--- config.mk ---
export PLATFORM = sky130hd
export DESIGN_NAME = fft_stage_sequencer
export DESIGN_NICKNAME = d
export VERILOG_FILES = /design/src/rtl/fft_stage_sequencer.sv
export SDC_FILE = /design/constraint.sdc
export NUM_CORES = 1
export LEC_CHECK = 0
export BUFFER_PORTS_ARGS = -buffer_cell sky130_fd_sc_hd__clkbuf_2
export CORE_ASPECT_RATIO = 1.25
export CORE_MARGIN = 4
export CORE_UTILIZATION = 50
export DETAILED_ROUTE_END_ITERATION = 16
export MAX_ROUTING_LAYER = met4
export PLACE_DENSITY = 0.79
export SLEW_MARGIN = 20
export SYNTH_ARGS = -nofsm -noshare
export SYNTH_HDL_FRONTEND = slang
export SYNTH_SLANG_ARGS = --single-unit
--- constraint.sdc ---
create_clock -name clk_100 -period 3.2 [get_ports clk_100]
set_input_delay 0.64 -clock clk_100 [delete_from_list [all_inputs] [get_ports clk_100]]
set_output_delay 0.64 -clock clk_100 [all_outputs]
set_load 0.01 [all_outputs]
--- src/rtl/fft_stage_sequencer.sv ---
`default_nettype none
// +----------------------------------------------------------------------------+
// | fft_stage_sequencer                                                        |
// | Address/twiddle sequencer for one radix-2 stage or load/unload of a 32-pt  |
// | FFT, with a latency-matched write-back address pipeline.                   |
// | Revision: 1.0                                                              |
// +----------------------------------------------------------------------------+
module fft_stage_sequencer #(
  parameter int LAT = 3
) (
  input  logic       clk_100,
  input  logic       rst_n,
  input  logic [3:0] enable,
  input  logic [1:0] SEL,
  output logic       busy,
  output logic       bf_valid,
  output logic [4:0] addr_a,
  output logic [4:0] addr_b,
  output logic [3:0] tw_idx,
  output logic       wb_en,
  output logic [4:0] wb_addr_a,
  output logic [4:0] wb_addr_b,
  output logic       done,
  output logic       err
);

  localparam logic [2:0] S_IDLE  = 3'd0;
  localparam logic [2:0] S_RUN   = 3'd1;
  localparam logic [2:0] S_FLUSH = 3'd2;
  localparam logic [2:0] S_DONE  = 3'd3;
  localparam logic [2:0] S_REL   = 3'd4;

  localparam logic [1:0] MODE_STAGE  = 2'd0;
  localparam logic [1:0] MODE_LOAD   = 2'd1;
  localparam logic [1:0] MODE_RSVD   = 2'd3;

  localparam logic [4:0] C_LAT_M1 = 5'(LAT - 1);
  localparam int         PW       = 11;

  logic [2:0]    state_q, state_d;
  logic [4:0]    j_q, j_d;
  logic [2:0]    stage_q, stage_d;
  logic [1:0]    mode_q, mode_d;
  logic          busy_q, busy_d;
  logic          bf_valid_q, bf_valid_d;
  logic [4:0]    addr_a_q, addr_a_d;
  logic [4:0]    addr_b_q, addr_b_d;
  logic [3:0]    tw_idx_q, tw_idx_d;
  logic          done_q, done_d;
  logic          err_q, err_d;
  logic [PW-1:0] pipe_q [LAT];
  logic [PW-1:0] pipe_d [LAT];

  logic       w_req_legal;
  logic       w_req_illegal;
  logic       w_run_last;
  logic [2:0] w_sm1;
  logic [4:0] w_h;
  logic [4:0] w_pos;
  logic [4:0] w_grp;
  logic [4:0] w_bfa;
  logic [4:0] w_bfb;
  logic [4:0] w_tw;

  assign w_req_legal   = (enable != 4'd0) && (enable <= 4'd5) && (SEL != MODE_RSVD);
  assign w_req_illegal = (enable > 4'd5) || ((SEL == MODE_RSVD) && (enable != 4'd0));
  assign w_run_last    = (mode_q == MODE_STAGE) ? (j_q == 5'd15) : (j_q == 5'd31);

  // Butterfly pair for stage s: split j into group and in-group position.
  assign w_sm1 = stage_q - 3'd1;
  assign w_h   = 5'd1 << w_sm1;
  assign w_pos = {1'b0, j_q[3:0]} & (w_h - 5'd1);
  assign w_grp = {1'b0, j_q[3:0]} >> w_sm1;
  assign w_bfa = (w_grp << stage_q) | w_pos;
  assign w_bfb = w_bfa + w_h;
  assign w_tw  = w_pos << (3'd5 - stage_q);

  always_ff @(posedge clk_100 or negedge rst_n) begin
    if (!rst_n) begin
      state_q    <= S_IDLE;
      j_q        <= 5'd0;
      stage_q    <= 3'd0;
      mode_q     <= MODE_STAGE;
      busy_q     <= 1'b0;
      bf_valid_q <= 1'b0;
      addr_a_q   <= 5'd0;
      addr_b_q   <= 5'd0;
      tw_idx_q   <= 4'd0;
      done_q     <= 1'b0;
      err_q      <= 1'b0;
      for (int i = 0; i < LAT; i++) pipe_q[i] <= '0;
    end else begin
      state_q    <= state_d;
      j_q        <= j_d;
      stage_q    <= stage_d;
      mode_q     <= mode_d;
      busy_q     <= busy_d;
      bf_valid_q <= bf_valid_d;
      addr_a_q   <= addr_a_d;
      addr_b_q   <= addr_b_d;
      tw_idx_q   <= tw_idx_d;
      done_q     <= done_d;
      err_q      <= err_d;
      for (int i = 0; i < LAT; i++) pipe_q[i] <= pipe_d[i];
    end
  end

  // j doubles as the flush counter so FLUSH spans exactly LAT cycles.
  always_comb begin
    state_d = state_q;
    j_d     = j_q;
    stage_d = stage_q;
    mode_d  = mode_q;
    case (state_q)
      S_IDLE: begin
        if (w_req_legal) begin
          state_d = S_RUN;
          j_d     = 5'd0;
          stage_d = enable[2:0];
          mode_d  = SEL;
        end
      end
      S_RUN: begin
        if (w_run_last) begin
          j_d     = 5'd0;
          state_d = (mode_q == MODE_STAGE) ? S_FLUSH : S_DONE;
        end else begin
          j_d = j_q + 5'd1;
        end
      end
      S_FLUSH: begin
        if (j_q == C_LAT_M1) begin
          j_d     = 5'd0;
          state_d = S_DONE;
        end else begin
          j_d = j_q + 5'd1;
        end
      end
      S_DONE:  state_d = S_REL;
      S_REL:   if (enable == 4'd0) state_d = S_IDLE;
      default: state_d = S_IDLE;
    endcase
  end

  always_comb begin
    busy_d     = (state_q != S_IDLE);
    bf_valid_d = (state_q == S_RUN);
    done_d     = (state_q == S_DONE);
    err_d      = (state_q == S_IDLE) && w_req_illegal;
    addr_a_d   = 5'd0;
    addr_b_d   = 5'd0;
    tw_idx_d   = 4'd0;
    if (state_q == S_RUN) begin
      if (mode_q == MODE_STAGE) begin
        addr_a_d = w_bfa;
        addr_b_d = w_bfb;
        tw_idx_d = w_tw[3:0];
      end else if (mode_q == MODE_LOAD) begin
        addr_a_d = {j_q[0], j_q[1], j_q[2], j_q[3], j_q[4]};
      end else begin
        addr_a_d = j_q;
      end
    end
    pipe_d[0] = {bf_valid_q && (mode_q == MODE_STAGE), addr_a_q, addr_b_q};
    for (int i = 1; i < LAT; i++) pipe_d[i] = pipe_q[i-1];
  end

  assign busy      = busy_q;
  assign bf_valid  = bf_valid_q;
  assign addr_a    = addr_a_q;
  assign addr_b    = addr_b_q;
  assign tw_idx    = tw_idx_q;
  assign done      = done_q;
  assign err       = err_q;
  assign wb_en     = pipe_q[LAT-1][10];
  assign wb_addr_a = pipe_q[LAT-1][9:5];
  assign wb_addr_b = pipe_q[LAT-1][4:0];

endmodule
`default_nettype wire
==> results.txt <==
The run finished with clean final reports. The total length of routed met3 wires came out at 270 um. The length of routed met2 wiring is 3136 um. The number of antenna-violating nets in the routed design is 0. The power density over cell area came out at 1123 mW/mm2. The initial antenna violation count is 0. The sink count of the clock tree came out at 64. Yosys instantiated no cell more often than sky130_fd_sc_hd__dfrtp_1. The kind of launch point of the worst setup path is a flop.

The worst slack at placement is 0.09199 ns. The wire length per cell after detailed routing came out at 16.26 um. For the pin with the worst max-slew slack, the measured transition is 0.7586 ns. The tree is rooted in a sky130_fd_sc_hd__clkbuf_8.

The pin count of the biggest net entering global routing came out at between 60 and 70. The hold violation count in the final report is 0. Setup repair after global routing left no endpoint under its margin. The repair_antennas step left the layout with diodes totalling 0. Dividing the synthesized area by the synthesized cell count gives 11.47 um2.

After layout, the minimum clock period comes to 2.980 ns. The maximum buffer depth of the clock tree is 2. The worst hold margin is 0.3496 ns. The setup clock skew after layout is between 0.007 and 0.008 ns. The number of flops mapped to enable cells by yosys came out at 0.

The cell that appears most often on the critical path is sky130_fd_sc_hd__nor2_1. The detailed router put a total of roughly 2400 um of wire on met1. For the worst setup path, the data arrival time is roughly 3.2 ns. The proportion of layout cells with a drive suffix above 1 came out at 28.62%.

The DRC marker count from the first detailed-route iteration is about 120. The post-synthesis sequential element count is between 60 and 70. The maximum level of the CTS H-tree came out at 3. The total die area is just over 0.007 mm2. The number of different library cells used by synthesis comes to 59.

Summed over all nets, the half-perimeter wirelength after detailed placement is 4222 um. The number of buffers created by CTS is 9. The number of warnings reported in the yosys synthesis log is 0. Setup violations remaining at the end of the flow were counted as 0. For this design, the slowest cell found on the critical path is sky130_fd_sc_hd__ha_2.

The sequential-to-total area share from yosys stat is 53.71%. The worst setup path is captured at a flop. In this run the standard cell core region covers 0.005779 mm2.

The relative max-transition margin is approximately half. The clock-pin slew of the registers on the worst-case setup and hold paths came out at around 0.07 ns. For this design the static power due to leakage is 1.659 nW. For this run, the number of standard cells in the final layout without fillers is 363.

The number of nets in the finished design came out at 312. The number of pins exceeding their max-slew limit in the final report came to 0. The mean number of vias per cell is 5.532. The delay of the slowest cell on the worst path is 0.38 ns. The number of max-cap violations is 0. After clock tree synthesis, the setup repair step added 0 buffers. The overall via count from detail_route came out at 2008. The vertical die dimension came out at approximately 94 um. The gate count after technology mapping came out at between 200 and 300. The number of hold buffers added after CTS was 0. The effective utilization at floorplan is 51.59%. The wire length of the first global-routing pass came out at 9770 um. The sum of negative setup slack came out at 0 ns.

The net count after synthesis came out at 280. The routability congestion estimate from global placement came out at about 0.96. The commonest cells after synthesis are sky130_fd_sc_hd__dfrtp_1 (64), sky130_fd_sc_hd__nor2_1 (18), sky130_fd_sc_hd__a21oi_1 (13).

The area share of the leading cell type in the synthesized netlist came out at 53.71%. The highest attainable clock frequency came out at approximately 340 MHz. The fill cell total of the finished layout is 492. VDD sags by at most roughly 0.00057 V. The netlist area before placement is 0.002982 mm2. The iteration count of the initial detailed-routing pass is 4. The number of input and output port buffers inserted came out at 36. The overall fraction of global-route tracks in use came out at 18.38%.

In the post-synthesis netlist, the biggest area contributors are sky130_fd_sc_hd__dfrtp_1 (54%), sky130_fd_sc_hd__ha_1 (5.0%), sky130_fd_sc_hd__buf_4 (3.0%). In this run the count of I/O pins placed on the die edge is 37. The synthesized design spends more area on one cell type than any other, namely sky130_fd_sc_hd__dfrtp_1. The classification of the worst setup path is flop to flop. The total placed cells including tap cells came out at between 300 and 400. The fraction of registers with async set or reset after synthesis is 100.0%. Along the worst path, the maximum fanout reaches 7. The number of standard-cell rows in the floorplan came out at 31. The period utilization is 93.11%.

The critical path goes through inv_1 -> ha_2 -> and3_1 -> a32oi_2 -> nand2_1 -> nor2_1 -> nor2_1 -> ha_1 -> and2_1 -> a311oi_1 -> a311oi_2 -> o21ai_1 -> nor3b_1. The required time reported for the critical path endpoint came out at ~3.5 ns. The routed wire length came out at 5903 um. The number of global-route vias before repair is 1996. The highest layer touched by signal routing is met4. In the synthesized netlist the dominant register cell turns out to be sky130_fd_sc_hd__dfrtp_1. The class of the tightest hold or removal check is flop to flop.

The DRC violations left is 0. The clock tree from TritonCTS is done. The die width came out at 77.07 um. The overflow left after global routing is 0. The setup slack of the critical path after layout came out at 0.2205 ns. The clock insertion delay at the later pin of the skew report came out at 0.35 ns. The synthesis-to-layout area growth is 14.35%.
[path summary, 6_finish.rpt]
kind	start	slack (ns)	to	cells past startpoint
hold / removal	pipe_d[3]$_DFF_PN0_	0.35	wb_addr_b[3]$_DFF_PN0_	0
setup / recovery	stage_q[0]$_DFFE_PN0P_	0.22	addr_b[4]$_DFF_PN0_	13
min in group asynchronous	rst_n	0.44	tw_idx[2]$_DFF_PN0_	2
setup reg to reg	stage_q[0]$_DFFE_PN0P_	0.22	addr_b[4]$_DFF_PN0_	13
max in group asynchronous	rst_n	2.25	stage_q[0]$_DFFE_PN0P_	2
hold reg to reg	pipe_d[3]$_DFF_PN0_	0.35	wb_addr_b[3]$_DFF_PN0_	0
[worst max-delay path, delay by kind of cell (launching register included)]
| kind | cells | cell delay (ns) |
|---|---|---|
| compound gates | 4 | 0.87 |
| buf+inv | 1 | 0.21 |
| fa+ha+maj | 2 | 0.62 |
| simple gates | 6 | 0.81 |
| flops | 1 | 0.37 |
[per-layer routing]
metal	track usage (%)	vias to the layer above
met2	31.61	52
met5	-	-
met3	4.676	9
met1	20.29	970
li1	-	977
met4	8.160	0
[area by class of cell]
type | instances | area, um2 | area share [%]
repair buffers | 42 | 225.2 | 6.606
clock inverters | 7 | 127.6 | 3.743
flip-flops and latches | 64 | 1602 | 46.97
multi-input cells | 162 | 1200 | 35.19
well taps | 66 | 82.58 | 2.422
inverters | 13 | 48.80 | 1.431
clock buffers | 9 | 123.9 | 3.633
[cell usage in the layout (no fill, tap or decap), types with 2 or more instances in the layout]
cell                        count
sky130_fd_sc_hd__nand2b_1       2
sky130_fd_sc_hd__o21a_1         2
sky130_fd_sc_hd__dfrtp_1       64
sky130_fd_sc_hd__and3_1         5
sky130_fd_sc_hd__nor3b_1        4
sky130_fd_sc_hd__a31o_2         2
sky130_fd_sc_hd__a21o_1         3
sky130_fd_sc_hd__nand4_1        6
sky130_fd_sc_hd__nor3_1         8
sky130_fd_sc_hd__clkinv_4       2
sky130_fd_sc_hd__xor2_1         2
sky130_fd_sc_hd__clkbuf_2      36
sky130_fd_sc_hd__nor4_1         3
sky130_fd_sc_hd__buf_4          6
sky130_fd_sc_hd__inv_1         12
sky130_fd_sc_hd__and2_1         6
sky130_fd_sc_hd__or3_1          4
sky130_fd_sc_hd__o31ai_1        2
sky130_fd_sc_hd__o211ai_1       2
sky130_fd_sc_hd__a21oi_2        2
sky130_fd_sc_hd__a21oi_1       13
sky130_fd_sc_hd__o21ai_1        3
sky130_fd_sc_hd__nand3_1        5
sky130_fd_sc_hd__a211oi_2       2
sky130_fd_sc_hd__nand2_1       12
sky130_fd_sc_hd__o21ai_0        9
sky130_fd_sc_hd__clkbuf_8       9
sky130_fd_sc_hd__a32oi_1        2
sky130_fd_sc_hd__nor2_1        18
sky130_fd_sc_hd__mux2_2         6
sky130_fd_sc_hd__ha_1          10
sky130_fd_sc_hd__bufinv_16      3
[registers in the layout (all words and copies together) (netlist names), 2 cells and up]
register / cells
tw_idx: 4
wb_addr_a: 5
mode_q: 2
addr_b: 5
addr_a: 5
stage_q: 3
wb_addr_b: 5
j_q: 5
state_q: 3
pipe_d: 22
[per-stage QoR]
step	cell area [um2]	power [W]	util [%]
2_1_floorplan	2982	0.002559	-
3_5_place_dp	3143	0.002959	54.38
3_3_place_gp	3143	0.002933	54.38
5_1_grt	3410	0.004111	59.00
6_report	3410	0.003828	59.00
4_1_cts	3395	0.003843	58.74
[where the power goes]
part	internal [W]	switching [W]
Combinational	0.000694	0.000974
Clock	0.000528	0.000337
Sequential	0.00108	0.000217
Total	0.00230	0.00153
[kinds of logic (layout without fill, tap and decap cells)]
logic type      Yosys count  in the layout  synth area share [%]
mux                       7              7                 2.602
fa+ha+maj                12             12                 5.036
xor+xnor                  6              6                 3.274
flops                    64             64                 53.71
compound gates           60             60                 15.53
simple gates             77             77                 13.30
buf+inv                  34             71                 6.546
[what timing repair did]
action                                 CTS  global route
endpoints found under the hold margin    0             0
resized for setup                        0             3
setup endpoints to repair                0             1
Power figures use the tool's default switching activity.
